**src/rtl/comparador_serial.sv**
```systemverilog
// Multi-cycle WIDTH-bit magnitude comparator, one SLICE-bit digit per cycle, MSB first, 7485-style cascade.
// Optional COMPARADOR_SERIAL_EARLY_EXIT_EN: finish right after the first unequal slice.
module comparador_serial #(
    parameter int WIDTH  = 24,
    parameter int SLICE  = 6,
    parameter int SIGNED = 0
) (
    input  logic             clock,
    input  logic             reset,
    input  logic             iniciar,
    input  logic [WIDTH-1:0] A,
    input  logic [WIDTH-1:0] B,
    input  logic             ALBi,
    input  logic             AGBi,
    input  logic             AEBi,
    output logic             ALBo,
    output logic             AGBo,
    output logic             AEBo,
    output logic             ocupado,
    output logic             pronto,
    output logic [1:0]       estado
);

    typedef enum logic [1:0] {
        OCIOSO  = 2'd0,
        COMPARA = 2'd1,
        FIM     = 2'd2
    } state_t;

    localparam int NSLICES = WIDTH / SLICE;
    localparam int IW      = (NSLICES > 1) ? $clog2(NSLICES) : 1;
    localparam logic [IW-1:0] TOP_IDX = IW'(NSLICES - 1);
    // Flipping the sign bit of both operands turns a two's-complement compare into an unsigned one.
    localparam logic [WIDTH-1:0] SIGN_FLIP = (SIGNED != 0) ? (WIDTH'(1) << (WIDTH - 1)) : '0;

    state_t           state, state_n;
    logic [IW-1:0]    idx;
    logic             decided;
    logic             dec_lt;
    logic [WIDTH-1:0] a_q, b_q;
    logic [2:0]       casc_q;

    logic [SLICE-1:0] slice_a, slice_b;
    logic             slice_lt, slice_ne;
    logic             res_dec, res_lt;

    always_comb begin
        slice_a  = a_q[idx*SLICE +: SLICE];
        slice_b  = b_q[idx*SLICE +: SLICE];
        slice_lt = (slice_a < slice_b);
        slice_ne = (slice_a != slice_b);
        // An earlier decision always wins over the current slice.
        res_dec  = decided | slice_ne;
        res_lt   = decided ? dec_lt : slice_lt;
    end

    always_comb begin
        state_n = state;
        case (state)
            OCIOSO: begin
                if (iniciar) state_n = COMPARA;
            end
            COMPARA: begin
                if (idx == '0) begin
                    state_n = FIM;
                end
`ifdef COMPARADOR_SERIAL_EARLY_EXIT_EN
                else if (slice_ne) begin
                    state_n = FIM;
                end
`endif
            end
            FIM: begin
                state_n = OCIOSO;
            end
            default: begin
                state_n = OCIOSO;
            end
        endcase
    end

    always_ff @(posedge clock or negedge reset) begin
        if (!reset) begin
            state   <= OCIOSO;
            idx     <= TOP_IDX;
            decided <= 1'b0;
            dec_lt  <= 1'b0;
            a_q     <= '0;
            b_q     <= '0;
            casc_q  <= '0;
            ALBo    <= 1'b0;
            AGBo    <= 1'b0;
            AEBo    <= 1'b0;
        end else begin
            state <= state_n;
            case (state)
                OCIOSO: begin
                    if (iniciar) begin
                        a_q     <= A ^ SIGN_FLIP;
                        b_q     <= B ^ SIGN_FLIP;
                        casc_q  <= {ALBi, AGBi, AEBi};
                        idx     <= TOP_IDX;
                        decided <= 1'b0;
                    end
                end
                COMPARA: begin
                    if (!decided && slice_ne) begin
                        decided <= 1'b1;
                        dec_lt  <= slice_lt;
                    end
                    if (idx != '0) idx <= idx - IW'(1);
                    // Results land on the edge entering FIM so they are valid with pronto.
                    if (state_n == FIM) begin
                        if (res_dec) begin
                            ALBo <= res_lt;
                            AGBo <= ~res_lt;
                            AEBo <= 1'b0;
                        end else begin
                            {ALBo, AGBo, AEBo} <= casc_q;
                        end
                    end
                end
                default: ;
            endcase
        end
    end

    assign ocupado = (state != OCIOSO);
    assign pronto  = (state == FIM);
    assign estado  = state;

endmodule

```
**config.mk**
```make
export PLATFORM = sky130hd
export DESIGN_NAME = comparador_serial
export DESIGN_NICKNAME = d
export VERILOG_FILES = /design/src/rtl/comparador_serial.sv
export SDC_FILE = /design/constraint.sdc
export NUM_CORES = 1
export LEC_CHECK = 0
export CORE_MARGIN = 2
export CORE_UTILIZATION = 51
export CTS_BUF_LIST = sky130_fd_sc_hd__clkbuf_16
export DETAILED_ROUTE_END_ITERATION = 8
export PLACE_DENSITY = 0.79
export SLEW_MARGIN = 20
export SYNTH_ARGS = -nofsm -noshare
export SYNTH_HDL_FRONTEND = slang
export SYNTH_SLANG_ARGS = --single-unit
export TNS_END_PERCENT = 100
```
**constraint.sdc**
```tcl
create_clock -name clock -period 3.5 [get_ports clock]
set_clock_uncertainty 0.05 [all_clocks]
set_input_delay 0.525 -clock clock [delete_from_list [all_inputs] [get_ports clock]]
set_output_delay 0.525 -clock clock [all_outputs]
set_load 0.03 [all_outputs]
```
==> summary.md <==
| Metric | Value |
|---|---|
| H-tree depth | 3 |
| CP arrival | 2.91 ns |
| Post-route minimum period | approximately 2.8 ns |
| DRT Pass-1 Iters | 4 |
| Register bit count reported by yosys | 60 |
| Setup repair bufs after CTS | 0 |
| Post-Syn Area | slightly above 3000 um^2 |
| Syn nets | roughly 260 |
| Setup crit end | dec_lt$_DFFE_PN0P_ |
| Crit. End Element | register |
| IO Port Bufs | 60 |
| Avg WL per Cell | around 16 um |
| Critical path fanouts, max | 15 |
| Root buffer cell | clkbuf_16 |
| Post-route ant nets | 0 |
| Gr usage total | 19.1% |
| Routed vias/inst | about 5.2 |
| Relative slew margins | 59.2% |
| # setup viols final | 0 |
| Seq/Total Area, Yosys | between 40% and 50% |
| Leakage | 0.00176 uW |
| Worst skew pair latency | 0.32 ns |
| Nets | ~320 |
| Yosys warns | 0 |
| Unrepaired setup endpoints after global routing | no |
| Syn Area/Cell | between 15 and 20 um^2 |
| VDD IR-drop max | 0.575 mV |
| Grt ovf | 0 |
| Vias in the first global route | approximately 1,800 |
| Crit path kind | reg -> reg |
| Most frequent cells in the layout | clkdlybuf4s50_1, dfrtp_1, mux2_4 |
| DRC violations left | 0 |
| Final instance area | between 3000 and 4000 um^2 |
| DRT iter0 DRCs | 63 |
| Status | finished, final reports clean |
| Clock sinks | 60 |
| Clock buffer depth | 2 |
| Die H | 81.0 um |
| CP Data Required Time | about 3.7 ns |
| Fin crit share | between 70% and 80% |
| Worst reg2reg path depth | 6 |
| HPWL Detailed | just under 4 mm |
| Slew Viols, Final | 0 |
| Io pins | between 60 and 70 |
| Reg-to-reg startpoint | idx[0]$_DFFE_PN1P_ |
| Post-cts sizing count | 0 |
| Pin count of the biggest net entering global routing | 49 |
| # hold bufs at CTS | 0 |
| Ys async rst share | 100% |
| Hold crit path type | in -> async |
| Tot Pwr | roughly 3700 uW |
| Area after DPL | roughly 3600 um^2 |
| Max Freq | approximately 0.36 GHz |
| Commonest non-fill, non-tap cell in the layout | clkdlybuf4s50_1 |
| Crit. Startpoint | idx[0]$_DFFE_PN1P_ |
| First-pass GRT wire length | between 8 and 9 mm |
| WL final | ~5.5 mm |
| Slew @ Worst Pin | 0.612 ns |
| Hold Violations, Final | 0 |
| Startpoint types | register |
| Initial Util | 52.0% |
| Ant. Diodes | 0 |
| Placer Congestion | ~0.73 |
| Share of cells above drive strength 1 | around a third |
| Cell Pwr Density | approximately 950 nW/um^2 |
| Synthesized instance count | between 150 and 200 |
| Post-synth EDFFs | 0 |
| Max cap viols | 0 |
| Total CTS buffers | 9 |
| Initial antenna violation count | 0 |
| Reg2Reg Setup Slack | 0.74 ns |
| Main synth FF type | dfrtp_1 |
| Reg2reg end | dec_lt$_DFFE_PN0P_ |
| CTS clk-pin slew, worst paths | 0.05 ns |
| CTS tree | yes |
| Rows | 28 |
| Core Region | 5820 um^2 |
| Vias | 1,759 |
| Yosys cell types | 27 |
| Area growth from synthesis to layout | 29.0% |
| Die width | about 80 um |
| Die area | between 6000 and 7000 um^2 |
| Setup TNS | 0 ns |
==> per-stage QoR <==
| step | setup WS [ns] | hold WS, ns | instances | utilization (%) |
|---|---|---|---|---|
| 5_1_grt | 0.550 | 0.209 | 339 | 67.1 |
| 2_1_floorplan | 0.912 | 0.179 | 194 | - |
| 4_1_cts | 0.704 | 0.373 | 339 | 67.0 |
| 3_3_place_gp | 0.762 | 0.404 | 324 | 62.7 |
| 3_5_place_dp | 0.712 | 0.415 | 324 | 62.7 |
| 6_report | 0.744 | 0.154 | 339 | 67.1 |
==> Yosys cell counts, drive strengths merged, types with 2 or more instances <==
library cell / instances / share of area, %
a22o: 3 / 0.87
mux4: 12 / 8.9
nand2b: 2 / 0.66
nor2: 9 / 1.7
nor2b: 2 / 0.41
dfstp: 2 / 1.7
or2: 2 / 0.41
a21oi: 8 / 1.3
inv: 11 / 1.4
o21ai: 2 / 0.33
ha: 7 / 2.9
mux2: 52 / 25
dfrtp: 58 / 48
buf: 9 / 3.1
nand2: 7 / 0.87
==> cell type report <==
type | instances | area [um^2]
fill | 451 | 1920
sequential | 60 | 1500
multi-input combinational | 114 | 1380
timing repair buffer | 64 | 628
clock buffer | 9 | 225
tap | 75 | 93.8
inverter | 11 | 41.3
clock inverter | 6 | 25.0
==> critical path, stage by stage (launching register included) <==
cell,delay (ns)
dfstp_2,0.81
mux4_2,0.57
ha_1,0.35
nand4_2,0.14
nor2_1,0.07
nor4b_1,0.27
mux2_2,0.37
==> flip-flops by register name (all words and copies together), names as in the netlist <==
signal,count
AEBo,1
decided,1
casc_q,3
b_q,24
dec_lt,1
ALBo,1
estado,2
idx,2
a_q,24
AGBo,1
==> per-layer routing <==
metal / routed length (um) / vias up / GRT usage [%]
li1: - / 828 / -
met1: 2390 / 862 / 24.2
met2: 2660 / 51 / 29.3
met3: 260 / 18 / 4.67
met4: 189 / 0 / 12.2
met5: 0 / - / 0
==> worst min path at each step <==
stage / slack (ns) / from / depth (start not counted) / end
2_1_floorplan: 0.18 / reset / 0 / AEBo$_DFFE_PN0P_
3_3_place_gp: 0.40 / AEBo$_DFFE_PN0P_ / 2 / AEBo$_DFFE_PN0P_
3_5_place_dp: 0.41 / AEBo$_DFFE_PN0P_ / 2 / AEBo$_DFFE_PN0P_
4_1_cts: 0.37 / reset / 1 / AEBo$_DFFE_PN0P_
5_1_grt: 0.21 / reset / 1 / casc_q[2]$_DFFE_PN0P_
6_report: 0.15 / reset / 1 / a_q[1]$_DFFE_PN0P_
==> logic make-up (layout without fill, tap and decap cells) <==
kind of cell / Yosys count / count (layout) / share of synthesized area, %
compound gates: 16 / 16 / 3.31
flops: 60 / 60 / 49.8
simple gates: 27 / 27 / 5.26
mux: 64 / 64 / 34.3
buf+inv: 20 / 90 / 4.51
fa+ha+maj: 7 / 7 / 2.90
==> power breakdown <==
group	internal [uW]	total (uW)	leakage (uW)	switching, uW
clock	459	735	0.000133	275
sequential	1060	1360	0.000707	302
combinational	1020	1610	0.000921	584
total	2540	3700	0.00176	1160
No activity file was read; power rests on OpenSTA's default activity.
